===== config.mk =====
export PLATFORM = sky130hd
export DESIGN_NAME = psk_symbol_packer_flat
export DESIGN_NICKNAME = d
export VERILOG_FILES = /design/src/rtl/psk_symbol_packer_if.sv /design/src/rtl/psk_symbol_packer.sv /design/src/flat_wrapper.sv
export SDC_FILE = /design/constraint.sdc
export NUM_CORES = 1
export LEC_CHECK = 0
export ABC_CLOCK_PERIOD_IN_PS = 2000
export BUFFER_PORTS_ARGS = -buffer_cell sky130_fd_sc_hd__buf_2
export CAP_MARGIN = 20
export CORE_MARGIN = 4
export CORE_UTILIZATION = 51
export CTS_CLUSTER_DIAMETER = 30
export CTS_CLUSTER_SIZE = 30
export DETAILED_ROUTE_END_ITERATION = 10
export GPL_TIMING_DRIVEN = 0
export PLACE_DENSITY = 0.8
export SLEW_MARGIN = 20
export SYNTH_ARGS = -nofsm -noshare
export SYNTH_HDL_FRONTEND = slang
export SYNTH_SLANG_ARGS = --single-unit

===== constraint.sdc =====
create_clock -name clk -period 2 [get_ports clk]
set_input_delay 0 -clock clk [delete_from_list [all_inputs] [get_ports clk]]
set_output_delay 0 -clock clk [all_outputs]
set_load 0.05 [all_outputs]

===== src/rtl/psk_symbol_packer_if.sv =====
`default_nettype none
// ============================================================================
// Module   : psk_symbol_packer_if
// Brief    : FIFO-side and mapper-side signals of the PSK symbol packer.
// Revision : 1.0 - initial release
// ============================================================================
interface psk_symbol_packer_if #(
    parameter int DATA_WIDTH   = 8,
    parameter int BITS_PER_SYM = 2
);
    logic                    enable;
    logic [DATA_WIDTH-1:0]   fifo_data;
    logic                    fifo_empty;
    logic                    fifo_rd_en;
    logic                    sym_tick;
    logic [BITS_PER_SYM-1:0] sym_out;
    logic                    sym_valid;
    logic                    underrun;
    logic                    busy;

    // master: the packer itself; slave: FIFO, tick source and phase mapper
    modport master (
        input  enable, fifo_data, fifo_empty, sym_tick,
        output fifo_rd_en, sym_out, sym_valid, underrun, busy
    );

    modport slave (
        output enable, fifo_data, fifo_empty, sym_tick,
        input  fifo_rd_en, sym_out, sym_valid, underrun, busy
    );
endinterface
`default_nettype wire


===== src/rtl/psk_symbol_packer.sv =====
`default_nettype none
// ============================================================================
// Module   : psk_symbol_packer
// Brief    : Slices FWFT FIFO words into (optionally Gray-coded) PSK symbols.
// Revision : 1.0 - initial release
// ============================================================================
module psk_symbol_packer #(
    parameter int                      DATA_WIDTH   = 8,
    parameter int                      BITS_PER_SYM = 2,
    parameter int                      GRAY_EN      = 1,
    parameter int                      MSB_FIRST    = 1,
    parameter logic [BITS_PER_SYM-1:0] IDLE_SYM     = '0
) (
    input  logic                clk,
    input  logic                rst_n,
    psk_symbol_packer_if.master bus
);
    localparam int                 c_nsym     = DATA_WIDTH / BITS_PER_SYM;
    localparam int                 c_cnt_w    = $clog2(c_nsym + 1);
    localparam logic [c_cnt_w-1:0] c_cnt_full = c_nsym[c_cnt_w-1:0];
    localparam logic [c_cnt_w-1:0] c_cnt_one  = 1;

    typedef enum logic [0:0] {
        ST_IDLE = 1'b0,
        ST_RUN  = 1'b1
    } state_t;

    state_t                  r_state;
    logic [DATA_WIDTH-1:0]   r_shreg;
    logic [c_cnt_w-1:0]      r_cnt;
    logic [BITS_PER_SYM-1:0] r_sym_out;
    logic                    r_sym_valid;
    logic                    r_underrun;
    logic                    r_busy;

    logic [DATA_WIDTH-1:0]   w_shreg_shifted;
    logic [BITS_PER_SYM-1:0] w_slice;
    logic [BITS_PER_SYM-1:0] w_sym;
    logic                    w_cnt_zero;
    logic                    w_pop;

    assign w_cnt_zero = (r_cnt == '0);

    // Popping on the last symbol's tick keeps consecutive words gap-free
    assign w_pop = rst_n & bus.enable & ~bus.fifo_empty
                 & (w_cnt_zero | ((r_cnt == c_cnt_one) & bus.sym_tick));

    if (MSB_FIRST != 0) begin : g_msb_first
        assign w_slice         = r_shreg[DATA_WIDTH-1 -: BITS_PER_SYM];
        assign w_shreg_shifted = r_shreg << BITS_PER_SYM;
    end else begin : g_lsb_first
        assign w_slice         = r_shreg[BITS_PER_SYM-1:0];
        assign w_shreg_shifted = r_shreg >> BITS_PER_SYM;
    end

    if (GRAY_EN != 0) begin : g_gray
        assign w_sym = w_slice ^ (w_slice >> 1);
    end else begin : g_binary
        assign w_sym = w_slice;
    end

    always_ff @(posedge clk or negedge rst_n) begin
        if (!rst_n) begin
            r_state     <= ST_IDLE;
            r_shreg     <= '0;
            r_cnt       <= '0;
            r_sym_out   <= '0;
            r_sym_valid <= 1'b0;
            r_underrun  <= 1'b0;
            r_busy      <= 1'b0;
        end else begin
            r_sym_valid <= 1'b0;
            r_underrun  <= 1'b0;
            case (r_state)
                ST_IDLE: begin
                    if (w_pop) begin
                        r_shreg <= bus.fifo_data;
                        r_cnt   <= c_cnt_full;
                        r_state <= ST_RUN;
                        r_busy  <= 1'b1;
                    end
                end
                ST_RUN: begin
                    if (bus.sym_tick) begin
                        if (!w_cnt_zero) begin
                            r_sym_out   <= w_sym;
                            r_sym_valid <= 1'b1;
                            r_shreg     <= w_shreg_shifted;
                            r_cnt       <= r_cnt - c_cnt_one;
                        end else if (bus.enable) begin
                            r_sym_out   <= IDLE_SYM;
                            r_sym_valid <= 1'b1;
                            r_underrun  <= 1'b1;
                        end
                    end
                    // A pop overrides the shift/decrement of the same edge
                    if (w_pop) begin
                        r_shreg <= bus.fifo_data;
                        r_cnt   <= c_cnt_full;
                    end
                    if (!bus.enable && w_cnt_zero) begin
                        r_state <= ST_IDLE;
                        r_busy  <= 1'b0;
                    end
                end
                default: begin
                    r_state <= ST_IDLE;
                    r_busy  <= 1'b0;
                end
            endcase
        end
    end

    assign bus.fifo_rd_en = w_pop;
    assign bus.sym_out    = r_sym_out;
    assign bus.sym_valid  = r_sym_valid;
    assign bus.underrun   = r_underrun;
    assign bus.busy       = r_busy;
endmodule
`default_nettype wire

===== src/flat_wrapper.sv =====
// flat-port wrapper written by rule: the top's interface ports become plain ports
module psk_symbol_packer_flat 
#(
    parameter int                      DATA_WIDTH   = 8,
    parameter int                      BITS_PER_SYM = 2,
    parameter int                      GRAY_EN      = 1,
    parameter int                      MSB_FIRST    = 1,
    parameter logic [BITS_PER_SYM-1:0] IDLE_SYM     = '0
)
  (clk, rst_n, bus_enable, bus_fifo_data, bus_fifo_empty, bus_sym_tick, bus_fifo_rd_en, bus_sym_out, bus_sym_valid, bus_underrun, bus_busy);
  psk_symbol_packer_if #(.DATA_WIDTH(DATA_WIDTH), .BITS_PER_SYM(BITS_PER_SYM)) bus_i ();
  input  logic clk;
  input  logic rst_n;
  input wire logic [$bits(bus_i.enable)-1:0] bus_enable;
  input wire logic [$bits(bus_i.fifo_data)-1:0] bus_fifo_data;
  input wire logic [$bits(bus_i.fifo_empty)-1:0] bus_fifo_empty;
  input wire logic [$bits(bus_i.sym_tick)-1:0] bus_sym_tick;
  output wire logic [$bits(bus_i.fifo_rd_en)-1:0] bus_fifo_rd_en;
  output wire logic [$bits(bus_i.sym_out)-1:0] bus_sym_out;
  output wire logic [$bits(bus_i.sym_valid)-1:0] bus_sym_valid;
  output wire logic [$bits(bus_i.underrun)-1:0] bus_underrun;
  output wire logic [$bits(bus_i.busy)-1:0] bus_busy;
  assign bus_i.enable = bus_enable;
  assign bus_i.fifo_data = bus_fifo_data;
  assign bus_i.fifo_empty = bus_fifo_empty;
  assign bus_i.sym_tick = bus_sym_tick;
  assign bus_fifo_rd_en = bus_i.fifo_rd_en;
  assign bus_sym_out = bus_i.sym_out;
  assign bus_sym_valid = bus_i.sym_valid;
  assign bus_underrun = bus_i.underrun;
  assign bus_busy = bus_i.busy;
  psk_symbol_packer #(.DATA_WIDTH(DATA_WIDTH), .BITS_PER_SYM(BITS_PER_SYM), .GRAY_EN(GRAY_EN), .MSB_FIRST(MSB_FIRST), .IDLE_SYM(IDLE_SYM)) u_core (.clk(clk), .rst_n(rst_n), .bus(bus_i));
endmodule

=== Word-level counts from Yosys, hierarchy flattened ===
Index checks and enable logic that the tools add are counted.

* Add/sub/neg operators: 1
* Eq/ne operators: 6
* Muxes and demuxes: 25
* Bitwise gates (word level): 8
* Reduce and logical (&&, ||, !) cells: 6

{| class="wikitable"
|+ Operators with widths
! kind !! number
|-
| 8-bit 2-to-1 mux || 4
|-
| 8-bit case mux with 2 select lines || 1
|-
| 3-bit 2-to-1 mux || 4
|-
| 1-bit 2-to-1 mux || 11
|-
| 2-bit != test, second input constant || 3
|-
| 3-bit != test, second input constant || 2
|-
| 3-bit case mux with 2 select lines || 1
|-
| 3-bit AND reduction || 2
|-
| 1-bit bitwise AND || 4
|-
| 2-bit 2-to-1 mux || 2
|-
| 1-bit case mux with 2 select lines || 2
|-
| 3-bit by 1-bit equality test with 1-bit output, second input constant || 1
|-
| 3-bit zero test || 1
|-
| 3-bit by 1-bit subtractor with 3-bit output, second input constant || 1
|-
| 1-bit NOT || 2
|-
| 2-bit AND reduction || 1
|-
| 2-bit by 1-bit bitwise XOR with 2-bit output || 1
|-
| 1-bit logical AND || 1
|-
| 1-bit zero test || 1
|-
| 1-bit OR || 1
|}

* Bits in registers: 17
* Bits of input ports: 13
* Output and inout bits: 6
* Logic and storage cells: 53

=== Depth between registers and ports, before layout ===
Gate-level depths: netlist of run 1.

* Depth after elaboration: 6
* Depth in mapped cells: 6
* Depth with buffers taken out: 6

=== Worst setup path before layout of run 1 ===
Ideal clock, no wire load.

* Path kind: register -> register
* From: register u_core.r_cnt[0]
* To: register u_core.r_cnt[0]
* Setup time: 0.146 ns
* Data arrival time: 1.386 ns
* Required time: 1.854 ns
* Setup slack: 0.468 ns
* Stages on the path, launching flop included: 7
* Buffers on the path: 0
* Clock period less this slack: 1.532 ns
* Path through: dfrtp_1 inv_1 ha_1 a21oi_2 or2_4 inv_1 a21oi_1

* Word-level cells in the longest chain between the ends: 6
* Elaborated cells on any way between the ends: 14
* Those cells by class: add/sub (1); eq/ne (4); mux (4); bitwise (3); reduce/logical (2)

{| class="wikitable"
|+ Ends and longest elaborated chain
! what !! line !! source
|-
| start, declared || psk_symbol_packer.sv:30 || <nowiki>logic [c_cnt_w-1:0] r_cnt;</nowiki>
|-
| start signal, assigned || psk_symbol_packer.sv:78 || <nowiki>r_cnt <= c_cnt_full;</nowiki>
|-
| start signal, assigned || psk_symbol_packer.sv:89 || <nowiki>r_cnt <= r_cnt - c_cnt_one;</nowiki>
|-
| start signal, assigned || psk_symbol_packer.sv:99 || <nowiki>r_cnt <= c_cnt_full;</nowiki>
|-
| 3-bit by 1-bit equality test with 1-bit output || psk_symbol_packer.sv:46 || <nowiki>& (w_cnt_zero | ((r_cnt == c_cnt_one) & bus.sym_tick));</nowiki>
|-
| 1-bit bitwise AND || psk_symbol_packer.sv:46 ||
|-
| 1-bit OR (*) || psk_symbol_packer.sv:46 ||
|-
| 1-bit bitwise AND (*) || psk_symbol_packer.sv:46 ||
|-
| via bus_fifo_rd_en || flat_wrapper.sv:18 || <nowiki>output wire logic [$bits(bus_i.fifo_rd_en)-1:0] bus_fifo_rd_en;</nowiki>
|-
| 3-bit != test (no line) (tied with other cells) || -- ||
|-
| 3-bit AND reduction (no line) or 3-bit case mux with 2 select lines (tied branches) || -- ||
|}

Mark *: on every way through the listed nets, which the timed path passes. The rest lies on a longest branch. The select of a mux whose other input is x is not followed.
A chain may end at the register's enable or synchronous reset.

=== Worst setup path in the final report of run 1 ===
* From: input rst_n
* To: output bus_fifo_rd_en

* Word-level cells in the longest chain between the ends: 3

{| class="wikitable"
|+ Ends and longest elaborated chain
! what !! line !! source
|-
| start, declared || flat_wrapper.sv:13 || <nowiki>input logic rst_n;</nowiki>
|-
| 1-bit bitwise AND (2 in a row) || psk_symbol_packer.sv:45 || <nowiki>assign w_pop = rst_n & bus.enable & ~bus.fifo_empty</nowiki>
|-
| 1-bit bitwise AND || psk_symbol_packer.sv:46 ||
|-
| end, declared || flat_wrapper.sv:18 ||
|}

No other way between the ends.

==> flow_metrics.env, run 1 <==
export IMPL_status="finished, final reports clean"
export IMPL_power_per_cell_area_nw_per_um2=1270
export IMPL_synth_flop_cell="sky130_fd_sc_hd__dfrtp_1"
export IMPL_gr_usage_all_layers=0.168
export IMPL_route_detailed_drc=0
export IMPL_rows=14
export IMPL_clock_tree_from_tritoncts="built"
export IMPL_synth_seq_cells=17
export IMPL_maxSlewViolCount=0
export IMPL_clock_transition_at_path_regs_ns=0.09
export IMPL_power_leakage_nw=0.518
export IMPL_startpoint_type="input pin"
export IMPL_clock_root_buffer="sky130_fd_sc_hd__clkbuf_4"
export IMPL_ctsHtreeMaxLevel=1
export IMPL_design_portCount=19
export IMPL_fin_skew_ns=0.00436
export IMPL_total_power_mw=1.39
export IMPL_timing_max_slew_rel_slack=0.728
export IMPL_place_hpwl_mm=1.24
export IMPL_synth_enable_flop_cells=0
export IMPL_maxCapViolCount=0
export IMPL_yosysWarningCount=0
export IMPL_wirelength_mm=1.81
export IMPL_syn_to_final_growth_pct=27.5
export IMPL_cts_made_buffers=3
export IMPL_number_of_buffers_inserted_to_repair_setup_after_cts=0
export IMPL_initial_utilization=0.552
export IMPL_critPathCaptureType="output port"
export IMPL_timing_hold_violations_final=0
export IMPL_grt_pass1_wl_mm=3.19
export IMPL_path_max_fanout=18
export IMPL_wl_per_cell_um=13.3
export IMPL_detail_route_vias_per_cell=5.71
export IMPL_post_layout_instance_area_um2=1100
export IMPL_die_height_um=49.1
export IMPL_fillers=126
export IMPL_post_route_util=0.704
export IMPL_grt_antenna_before_repair=0
export IMPL_timing_final_crit_share=0.930
export IMPL_detail_route_iter0_violations=8
export IMPL_seq_area_um2=425
export IMPL_clock_sinks=17
export IMPL_final_nets=137
export IMPL_worstSkewPairLatency_ns=0.29
export IMPL_die_width_um=49.1
export IMPL_worst_ep_arrival_time_ns=1.86
export IMPL_insertedDiodeCount=0
export IMPL_seq_area_frac_synth=0.494
export IMPL_netlist_cell_type_count=26
export IMPL_setup_repair_after_global_routing_missed_its_margin="no"
export IMPL_antenna_violating_nets_post_route=0
export IMPL_post_route_cells_drive_above_1_share=0.217
export IMPL_global_placer_s_final_weighted_congestion=0.821
export IMPL_cts_resized=0
export IMPL_grt_overflow_total=0
export IMPL_io_buffer_count=18
export IMPL_placed_instance_area_um2=971
export IMPL_synthArstFlopShare=1.00
export IMPL_tns_ns=0
export IMPL_fmax_mhz=538
export IMPL_final_setup_viol_count=0
export IMPL_routed_via_count=777
export IMPL_setup_worst_path_class="input pin to output port"
export IMPL_number_of_global_route_vias_before_repair=740
export IMPL_tightestPinTransition_ns=0.409
export IMPL_regToRegSetupSlack_ns=0.31
export IMPL_worst_endpoint_required_ns=2.00
export IMPL_peakVddDrop_mv=0.675
export IMPL_maximum_number_of_pins_on_one_net_before_global_route_repair=19
export IMPL_min_path_type="input pin to flop"
export IMPL_detailedRoute_firstPassIterationCount=4
export IMPL_post_placement_cell_count=122
export IMPL_final_instance_count_excl_fill=136
export IMPL_synthesis_area_per_instance_um2=9.78
export IMPL_netlist_area_um2=861
export IMPL_design_core_area_um2=1560
export IMPL_syn_inst=88
export IMPL_layout_min_cycle_time_ns=1.86
export IMPL_die_area_um2=2410
export IMPL_synth_nets=104
export IMPL_cts_path_max_buffers=2
export IMPL_multiInputGateArea_um2=372
-- through the flow --
stage	worst slack, ns	hold slack (ns)
global placement	0.412	-0.0574
finish	0.140	0.0383
CTS	0.114	0.0291
global route	0.00727	0.0410
floorplan	0.468	-0.296
detailed placement	0.353	-0.0602
-- cells in the mapped netlist (all sizes together), types with 2 or more instances --
cell type,count,area share
dfrtp,17,0.49
o21ai,14,0.081
a31oi,7,0.051
inv,7,0.031
nand3,7,0.041
nor3,6,0.035
a21oi,4,0.032
clkbuf,4,0.017
ha,3,0.044
a22o,2,0.020
and3,2,0.015
buf,2,0.026
o221ai,2,0.020
-- final cells by class --
| type | count | area share |
|---|---|---|
| Tap cell | 16 | 0.0182 |
| Buffer | 6 | 0.0342 |
| Inverter | 7 | 0.0239 |
| Timing Repair Buffer | 28 | 0.173 |
| Clock buffer | 4 | 0.0239 |
| Sequential cell | 17 | 0.388 |
| Multi-Input combinational cell | 58 | 0.339 |
-- state kept, by name, summed over array words and instances (netlist names) --
register,cells
u_core.bus.busy,1
u_core.bus.sym_out,2
u_core.bus.sym_valid,1
u_core.bus.underrun,1
u_core.r_cnt,3
u_core.r_shreg,8
u_core.r_state,1
-- placed cells by master (no fill, tap or decap) --
cell type / Yosys / layout
sky130_fd_sc_hd__a21oi_1: 2 / 2
sky130_fd_sc_hd__a21oi_2: 2 / 2
sky130_fd_sc_hd__a22o_1: 2 / 2
sky130_fd_sc_hd__a31oi_1: 7 / 7
sky130_fd_sc_hd__and2_1: 1 / 1
sky130_fd_sc_hd__and2b_1: 1 / 1
sky130_fd_sc_hd__and3_1: 2 / 2
sky130_fd_sc_hd__buf_2: 0 / 18
sky130_fd_sc_hd__buf_6: 2 / 2
sky130_fd_sc_hd__clkbuf_1: 4 / 5
sky130_fd_sc_hd__clkbuf_4: 0 / 3
sky130_fd_sc_hd__dfrtp_1: 17 / 17
sky130_fd_sc_hd__dlygate4sd3_1: 0 / 10
sky130_fd_sc_hd__ha_1: 3 / 3
sky130_fd_sc_hd__inv_1: 7 / 7
sky130_fd_sc_hd__nand2_1: 1 / 1
sky130_fd_sc_hd__nand2b_1: 1 / 1
sky130_fd_sc_hd__nand3_1: 7 / 7
sky130_fd_sc_hd__nand4b_1: 1 / 1
sky130_fd_sc_hd__nand4bb_1: 1 / 1
sky130_fd_sc_hd__nor2_1: 1 / 1
sky130_fd_sc_hd__nor3_1: 6 / 6
sky130_fd_sc_hd__nor3b_1: 1 / 1
sky130_fd_sc_hd__o21a_1: 1 / 1
sky130_fd_sc_hd__o21ai_0: 12 / 12
sky130_fd_sc_hd__o21ai_1: 2 / 2
sky130_fd_sc_hd__o221ai_1: 2 / 2
sky130_fd_sc_hd__or2_4: 1 / 1
sky130_fd_sc_hd__xor2_1: 1 / 1
-- cell families (layout without fill, tap and decap cells) --
group	after synthesis	count (layout)	share of synthesized area
AOI/OAI and AO/OA	30	30	0.214
and+or+nand+nor	24	24	0.164
DFF	17	17	0.494
buffers and inverters	13	45	0.0741
adders and majority gates	3	3	0.0436
xor gates and xnor gates	1	1	0.0102
-- worst max-delay path, cell delays in order --
cell and delay, ns:
sky130_fd_sc_hd__dlygate4sd3_1 0.52, sky130_fd_sc_hd__buf_2 0.35, sky130_fd_sc_hd__nand4bb_1 0.20, sky130_fd_sc_hd__buf_6 0.18, sky130_fd_sc_hd__or2_4 0.26, sky130_fd_sc_hd__inv_1 0.08, sky130_fd_sc_hd__buf_2 0.26
-- report_power, final --
part | internal, mW | total (mW) | switching (mW) | leakage [nW]
Clock | 0.0775 | 0.181 | 0.104 | 0.0150
Combinational | 0.233 | 0.638 | 0.405 | 0.287
Sequential | 0.480 | 0.569 | 0.0890 | 0.216
-- path summary, 6_finish.rpt --
kind,startpoint,to,depth (start not counted)
max reg2reg,u_core.r_cnt[0],u_core.r_shreg[3],6
max in group asynchronous,rst_n,u_core.r_cnt[0],2
min reg2reg,u_core.bus.sym_out[0],u_core.bus.sym_out[0],1
min in group asynchronous,rst_n,u_core.bus.sym_out[0],2
max,rst_n,bus_fifo_rd_en,7
min,bus_sym_tick,u_core.r_cnt[1],3
-- timing repair --
item | CTS | global route
endpoints found under the setup margin | 0 | 0
hold endpoints to repair | 26 | 0
hold buffers | 10 | 0
-- per-layer routing --
metal / wire, um / GRT usage
met5: 0 / 0
met4: 17 / 0.0853
met3: 109 / 0.0183
met2: 906 / 0.268
met1: 777 / 0.224
Power figures use the tool's default switching activity.
==> run 2: changes to the inputs <==
--- a/config.mk
+++ b/config.mk
@@ -5,16 +5,18 @@
 export SDC_FILE = /design/constraint.sdc
 export NUM_CORES = 1
 export LEC_CHECK = 0
-export ABC_CLOCK_PERIOD_IN_PS = 2000
+export ABC_AREA = 1
+export ABC_CLOCK_PERIOD_IN_PS = 2300
 export BUFFER_PORTS_ARGS = -buffer_cell sky130_fd_sc_hd__buf_2
 export CAP_MARGIN = 20
 export CORE_MARGIN = 4
-export CORE_UTILIZATION = 51
+export CORE_UTILIZATION = 55
 export CTS_CLUSTER_DIAMETER = 30
 export CTS_CLUSTER_SIZE = 30
 export DETAILED_ROUTE_END_ITERATION = 10
 export GPL_TIMING_DRIVEN = 0
-export PLACE_DENSITY = 0.8
+export PLACE_DENSITY = 0.84
+export SKIP_LAST_GASP = 1
 export SLEW_MARGIN = 20
 export SYNTH_ARGS = -nofsm -noshare
 export SYNTH_HDL_FRONTEND = slang
==> constraint.sdc (replaced) <==
create_clock -name clk -period 2.3 [get_ports clk]
set_input_delay 0 -clock clk [delete_from_list [all_inputs] [get_ports clk]]
set_output_delay 0 -clock clk [all_outputs]
set_load 0.05 [all_outputs]
==> run 2 against run 1 <==
  * Critical path depth did not move
  * Register-to-register slack improved by 0.49 ns
  * Area after synthesis rose by 2.8%
  * Wire length fell by 14%
  * Synthesized cell count rose by 26%
  * Die area fell by 4.0%
  * Critical endpoint unchanged
==> flow_metrics.env, run 2 <==
export IMPL_fillers=134
export IMPL_maxSlewViolCount=0
export IMPL_netlist_area_um2=885
export IMPL_clock_root_buffer="sky130_fd_sc_hd__clkbuf_4"
export IMPL_clock_tree_from_tritoncts="built"
export IMPL_wl_per_cell_um=10.2
export IMPL_setup_worst_path_class="flop to output port"
export IMPL_timing_max_slew_rel_slack=0.744
export IMPL_synthArstFlopShare=1.00
export IMPL_antenna_violating_nets_post_route=0
export IMPL_power_leakage_nw=0.614
export IMPL_critPathCaptureType="output port"
export IMPL_netlist_top_cells_area="sky130_fd_sc_hd__dfrtp_1 (48%), sky130_fd_sc_hd__nand2_1 (13%), sky130_fd_sc_hd__inv_1 (9.8%)"
export IMPL_worst_endpoint_required_ns=2.30
export IMPL_layout_min_cycle_time_ns=1.61
export IMPL_grt_antenna_before_repair=0
export IMPL_die_height_um=48.1
export IMPL_timing_final_crit_share=0.701
export IMPL_most_area_hungry_cell_type_in_the_yosys_netlist="sky130_fd_sc_hd__dfrtp_1"
export IMPL_grt_pass1_wl_mm=2.55
export IMPL_cts_made_buffers=3
export IMPL_synthTopCellsByCount="sky130_fd_sc_hd__nand2_1 (30), sky130_fd_sc_hd__inv_1 (23), sky130_fd_sc_hd__dfrtp_1 (17), sky130_fd_sc_hd__nand3_1 (16)"
export IMPL_syn_inst=111
export IMPL_largest_register_ff_count=8
export IMPL_status="finished, final reports clean"
export IMPL_fin_skew_ns=0.00209
export IMPL_route_detailed_drc=0
export IMPL_worstHoldPathCells=5
export IMPL_ctsHtreeMaxLevel=1
export IMPL_synth_enable_flop_cells=0
export IMPL_regToRegEndpoint="u_core.r_shreg[7]"
export IMPL_worst_ep_arrival_time_ns=1.61
export IMPL_path_max_fanout=5
export IMPL_detail_route_vias_per_cell=4.99
export IMPL_io_buffer_count=18
export IMPL_final_cell_mix="sky130_fd_sc_hd__nand2_1 (30), sky130_fd_sc_hd__inv_1 (23), sky130_fd_sc_hd__buf_2 (20), sky130_fd_sc_hd__dfrtp_1 (17), sky130_fd_sc_hd__nand3_1 (16)"
export IMPL_peakVddDrop_mv=0.593
export IMPL_startpoint_type="flop"
export IMPL_place_hpwl_mm=1.18
export IMPL_grt_overflow_total=0
export IMPL_worstSkewPairLatency_ns=0.28
export IMPL_synth_flop_cell="sky130_fd_sc_hd__dfrtp_1"
export IMPL_design_core_area_um2=1510
export IMPL_detail_route_iter0_violations=9
export IMPL_insertedDiodeCount=0
export IMPL_tns_ns=0
export IMPL_setup_repair_after_global_routing_missed_its_margin="no"
export IMPL_yosysWarningCount=0
export IMPL_startpoint_of_the_lowest_slack_register_to_register_path="u_core.r_cnt[0]"
export IMPL_clock_sinks=17
export IMPL_netlist_cell_type_count=22
export IMPL_number_of_buffers_inserted_to_repair_setup_after_cts=0
export IMPL_power_per_cell_area_nw_per_um2=1260
export IMPL_routed_via_count=758
export IMPL_synth_nets=127
export IMPL_gr_usage_all_layers=0.152
export IMPL_clock_transition_at_path_regs_ns=0.10
export IMPL_final_setup_viol_count=0
export IMPL_rows=14
export IMPL_die_area_um2=2310
export IMPL_seq_area_frac_synth=0.481
export IMPL_maxCapViolCount=0
export IMPL_min_path_type="input pin to flop"
export IMPL_synth_seq_cells=17
export IMPL_post_route_util=0.699
export IMPL_initial_utilization=0.587
export IMPL_reg2reg_depth=9
export IMPL_wirelength_mm=1.55
export IMPL_worstHoldEndpoint="u_core.r_shreg[5]"
export IMPL_final_nets=153
export IMPL_syn_to_final_growth_pct=19.0
export IMPL_die_width_um=48.1
export IMPL_fmax_mhz=620
export IMPL_tightestPinTransition_ns=0.384
export IMPL_maximum_number_of_pins_on_one_net_before_global_route_repair=19
export IMPL_yosys_cell_count_top_type="sky130_fd_sc_hd__nand2_1"
export IMPL_design_portCount=19
export IMPL_detailedRoute_firstPassIterationCount=6
export IMPL_post_route_cells_drive_above_1_share=0.235
export IMPL_cts_path_max_buffers=2
export IMPL_synthDominantCellAreaShare=0.481
export IMPL_most_common_cell_after_layout_fill_and_taps_aside="sky130_fd_sc_hd__nand2_1"
export IMPL_register_with_the_most_flip_flops="u_core.r_shreg"
export IMPL_hold_start="bus_fifo_data[5]"
export IMPL_global_placer_s_final_weighted_congestion=0.825
export IMPL_timing_hold_violations_final=0
export IMPL_synthesis_area_per_instance_um2=7.97
export IMPL_number_of_global_route_vias_before_repair=663
export IMPL_regToRegSetupSlack_ns=0.80
-- run 2: metal layers --
metal  routed length, um  GRT usage  vias up
met4                   8     0.0323        0
met1                 675      0.200      342
met5                   0          0        -
met3                 116     0.0332        2
li1                    -          -      394
met2                 751      0.259       20
-- run 2: area by class of cell --
| class | count | area (um^2) | area share |
|---|---|---|---|
| Tap cell | 16 | 20.0 | 0.0190 |
| Clock buffer | 3 | 22.5 | 0.0214 |
| Multi-Input combinational cell | 67 | 348 | 0.331 |
| Timing Repair Buffer | 21 | 120 | 0.114 |
| Inverter | 24 | 90.1 | 0.0856 |
| Buffer | 3 | 21.3 | 0.0202 |
| Clock inverter | 1 | 5.00 | 0.00476 |
| Sequential cell | 17 | 425 | 0.404 |
-- run 2: power breakdown --
group | switching (mW) | internal, mW | leakage [nW] | total [mW]
Sequential | 0.0703 | 0.430 | 0.217 | 0.501
Combinational | 0.437 | 0.233 | 0.380 | 0.670
Clock | 0.0927 | 0.0645 | 0.0177 | 0.157
-- run 2: metrics by stage --
step,cells,instance area [um^2],hold WS [ns],power [mW],worst slack [ns]
finish,152,1050,0.00857,1.33,0.688
global placement,145,995,-0.0587,1.16,0.857
floorplan,111,885,-0.296,1.04,0.897
global route,152,1050,0.0101,1.45,0.530
detailed placement,145,995,-0.0557,1.18,0.826
CTS,152,1050,0.00375,1.34,0.658
-- run 2: how the worst max path moves through the flow --
stage	startpoint	end
after floorplan	u_core.r_cnt[0]	u_core.r_shreg[0]
after global placement	u_core.r_cnt[0]	u_core.r_shreg[4]
after detailed placement	u_core.r_cnt[0]	u_core.r_shreg[5]
after CTS	rst_n	bus_fifo_rd_en
after global routing	rst_n	bus_fifo_rd_en
final	u_core.r_cnt[0]	bus_fifo_rd_en
-- run 2: worst max-delay path: stages (launching register included) --
cell and delay, ns:
sky130_fd_sc_hd__dfrtp_1 0.40, sky130_fd_sc_hd__inv_1 0.12, sky130_fd_sc_hd__ha_1 0.16, sky130_fd_sc_hd__inv_1 0.05
sky130_fd_sc_hd__nand2_1 0.07, sky130_fd_sc_hd__nand3_2 0.13, sky130_fd_sc_hd__inv_1 0.12, sky130_fd_sc_hd__buf_2 0.27
-- run 2: logic make-up after synthesis --
family                   count (synthesis)  share of synthesized area
buffers and inverters                   27                      0.126
AO/OA/AOI/OAI                            7                     0.0495
AND/OR/NAND/NOR                         56                      0.291
adder cells (fa/ha/maj)                  3                     0.0424
flip-flops                              17                      0.481
XOR/XNOR                                 1                    0.00990
-- run 2: what timing repair did --
item	4_1_cts	5_1_grt
setup endpoints to repair	0	0
hold endpoints to repair	19	0
hold buffers	3	0
resized for setup	0	0
==> run 3: changes to the inputs <==
--- a/config.mk
+++ b/config.mk
@@ -6,16 +6,16 @@
 export NUM_CORES = 1
 export LEC_CHECK = 0
 export ABC_AREA = 1
-export ABC_CLOCK_PERIOD_IN_PS = 2300
+export ABC_CLOCK_PERIOD_IN_PS = 1350
 export BUFFER_PORTS_ARGS = -buffer_cell sky130_fd_sc_hd__buf_2
 export CAP_MARGIN = 20
 export CORE_MARGIN = 4
-export CORE_UTILIZATION = 55
+export CORE_UTILIZATION = 47
 export CTS_CLUSTER_DIAMETER = 30
 export CTS_CLUSTER_SIZE = 30
 export DETAILED_ROUTE_END_ITERATION = 10
 export GPL_TIMING_DRIVEN = 0
-export PLACE_DENSITY = 0.84
+export PLACE_DENSITY = 0.77
 export SKIP_LAST_GASP = 1
 export SLEW_MARGIN = 20
 export SYNTH_ARGS = -nofsm -noshare
==> constraint.sdc (replaced) <==
create_clock -name clk -period 1.35 [get_ports clk]
set_input_delay 0 -clock clk [delete_from_list [all_inputs] [get_ports clk]]
set_output_delay 0 -clock clk [all_outputs]
set_load 0.05 [all_outputs]
==> run 3 against run 2 <==
  * The flow now finishes with violations (setup timing)
  * Die area up 14%
  * Clock skew rose by 0.0026 ns
  * Sequential share of layout area down 3.8 points
  * Global-route usage grew 0.084 points
  * Critical endpoint unchanged
  * Highest routed layer is now met3
==> flow_metrics.env, run 3 (synthesis results as in run 2) <==
export IMPL_post_route_cells_drive_above_1_share=0.324
export IMPL_die_area_um2=2640
export IMPL_cts_path_max_buffers=2
export IMPL_gate_power_share=0.547
export IMPL_peakVddDrop_mv=1.02
export IMPL_startpoint_of_the_lowest_slack_register_to_register_path="u_core.r_cnt[0]"
export IMPL_cts_made_buffers=3
export IMPL_startpoint_type="flop"
export IMPL_final_cell_mix="sky130_fd_sc_hd__nand2_1 (28), sky130_fd_sc_hd__inv_1 (19), sky130_fd_sc_hd__buf_2 (18), sky130_fd_sc_hd__dfrtp_1 (17), sky130_fd_sc_hd__nand3_1 (16)"
export IMPL_global_placer_s_final_weighted_congestion=0.826
export IMPL_clock_transition_at_path_regs_ns=0.10
export IMPL_design_core_area_um2=1760
export IMPL_wl_per_cell_um=10.6
export IMPL_crit_path_start="u_core.r_cnt[1]"
export IMPL_timing_max_slew_rel_slack=0.511
export IMPL_grt_busiest_layer="met2"
export IMPL_maxCapViolCount=0
export IMPL_grt_antenna_before_repair=0
export IMPL_insertedDiodeCount=0
export IMPL_ctsHtreeMaxLevel=1
export IMPL_syn_to_final_growth_pct=31.1
export IMPL_sequentialPowerShare=0.349
export IMPL_die_width_um=51.4
export IMPL_route_detailed_drc=0
export IMPL_post_layout_instance_area_um2=1160
export IMPL_final_nets=159
export IMPL_timing_critical_path_slowest_stage_cell="sky130_fd_sc_hd__dfrtp_1"
export IMPL_gr_usage_all_layers=0.153
export IMPL_maxSlewViolCount=0
export IMPL_worst_ep_arrival_time_ns=1.43
export IMPL_timing_hold_violations_final=0
export IMPL_worstHoldPathCells=5
export IMPL_critPathCaptureType="output port"
export IMPL_fin_skew_ns=0.00468
export IMPL_grt_met1_usage=0.201
export IMPL_place_hpwl_mm=1.29
export IMPL_routed_via_count=760
export IMPL_tns_ns=-0.127
export IMPL_detail_route_iter0_violations=11
export IMPL_regToRegSetupSlack_ns=-0.01
export IMPL_worst_setup_path_endpoint="bus_fifo_rd_en"
export IMPL_critical_path_max_stage_delay_ns=0.39
export IMPL_antenna_violating_nets_post_route=0
export IMPL_critical_path_cell_chain="inv_2, ha_2, nand2_1, nand2_2, nand3_4, clkinvlp_4, buf_8"
export IMPL_clock_sinks=17
export IMPL_worstSkewPairLatency_ns=0.28
export IMPL_groute_layer_met2_usage=0.263
export IMPL_status="finished, violations left"
export IMPL_design_portCount=19
export IMPL_worst_path_stages=7
export IMPL_grt_util_met3=0.0292
export IMPL_cell_internal_power_dissipation_mw=1.39
export IMPL_clock_root_buffer="sky130_fd_sc_hd__clkbuf_4"
export IMPL_final_setup_viol_count=7
export IMPL_layout_min_cycle_time_ns=1.43
export IMPL_power_leakage_nw=0.635
export IMPL_grt_overflow_total=0
export IMPL_min_path_type="input pin to flop"
export IMPL_worst_endpoint_required_ns=1.35
export IMPL_largest_register_ff_count=8
export IMPL_setup_worst_path_class="flop to output port"
export IMPL_fmax_mhz=697
export IMPL_hold_start="bus_fifo_data[4]"
export IMPL_regToRegEndpoint="u_core.r_shreg[4]"
export IMPL_timing_final_crit_share=1.06
export IMPL_sw_frac_of_total=0.447
export IMPL_power_per_cell_area_nw_per_um2=2160
export IMPL_die_height_um=51.4
export IMPL_worst_path_buf_inv=3
export IMPL_detail_route_vias_per_cell=4.55
export IMPL_io_buffer_count=18
export IMPL_reg2reg_depth=9
export IMPL_path_max_fanout=5
export IMPL_wirelength_mm=1.77
export IMPL_initial_utilization=0.501
export IMPL_number_of_global_route_vias_before_repair=720
export IMPL_power_switching_mw=1.12
export IMPL_rows=15
export IMPL_maximum_number_of_pins_on_one_net_before_global_route_repair=18
export IMPL_violated_checks="setup timing"
export IMPL_grt_pass1_wl_mm=3.11
export IMPL_post_route_worst_setup_slack_ns=-0.0845
export IMPL_cpLargestDelayFamily="flip-flops"
export IMPL_tightestPinTransition_ns=0.731
export IMPL_placed_instance_area_um2=1020
export IMPL_most_common_cell_after_layout_fill_and_taps_aside="sky130_fd_sc_hd__nand2_1"
export IMPL_register_with_the_most_flip_flops="u_core.r_shreg"
export IMPL_detailedRoute_firstPassIterationCount=4
export IMPL_power_frac_clock=0.104
export IMPL_clock_tree_from_tritoncts="built"
export IMPL_setup_repair_after_global_routing_missed_its_margin="yes"
-- run 3: changes by cell type in the layout (fill, tap and decap cells not counted), sizes merged --
cell      delta
clkinvlp     +1
buf          +6
inv          -1
-- run 3: power by group through the flow --
stage          Combinational [mW]  Sequential [mW]  Clock [mW]
2_1_floorplan               0.795             1.02           0
3_3_place_gp                 1.17            0.860           0
3_5_place_dp                 1.20            0.875           0
4_1_cts                      1.34            0.871       0.267
5_1_grt                      1.53            0.903       0.300
6_report                     1.37            0.876       0.260
-- run 3: repair_timing --
action                                  4_1_cts  5_1_grt
hold endpoints to repair                     19        0
gates cloned                                  0        0
pin swaps                                     1        0
setup buffers                                 5        1
gates resized for setup                       7        2
hold buffers                                  3        0
endpoints found under the setup margin       13       14
-- run 3: worst min-delay path: stages --
cell and delay [ns]:
sky130_fd_sc_hd__buf_2 0.07, sky130_fd_sc_hd__inv_1 0.03, sky130_fd_sc_hd__nand2_1 0.05, sky130_fd_sc_hd__nand3_1 0.06, sky130_fd_sc_hd__nand2_1 0.06
-- run 3: through the flow --
step / instances / setup WS [ns] / hold WS, ns / total power [mW] / util
after global placement: 154 / -0.0584 / -0.0545 / 2.03 / 0.581
after detailed placement: 154 / -0.0903 / -0.0602 / 2.07 / 0.581
after global routing: 167 / -0.163 / 0.0368 / 2.74 / 0.657
after floorplan: 111 / 0.00195 / -0.296 / 1.82 / -
after CTS: 166 / -0.0631 / 0.0149 / 2.48 / 0.650
final: 167 / -0.0845 / 0.0144 / 2.51 / 0.657
-- run 3: area by class of cell --
cell class	instances	area [um^2]
clock buffer	3	22.5
buffer	3	23.8
inverter	24	96.3
fill	175	604
multi-input combinational	67	380
sequential	17	425
tap	25	31.3
clock inverter	1	5.00
timing repair buffer	27	175
-- run 3: per-layer routing --
| layer | wire, um | vias to the layer above |
|---|---|---|
| met5 | 0 | - |
| met4 | 0 | 0 |
| met3 | 88 | 0 |
| met2 | 851 | 16 |
| met1 | 831 | 343 |
| li1 | - | 401 |
-- run 3: worst min path at each step --
stage	end
final	u_core.r_shreg[4]
after detailed placement	u_core.r_cnt[0]
after floorplan	u_core.bus.busy
after global placement	u_core.r_cnt[2]
after CTS	u_core.r_shreg[4]
after global routing	u_core.r_shreg[6]
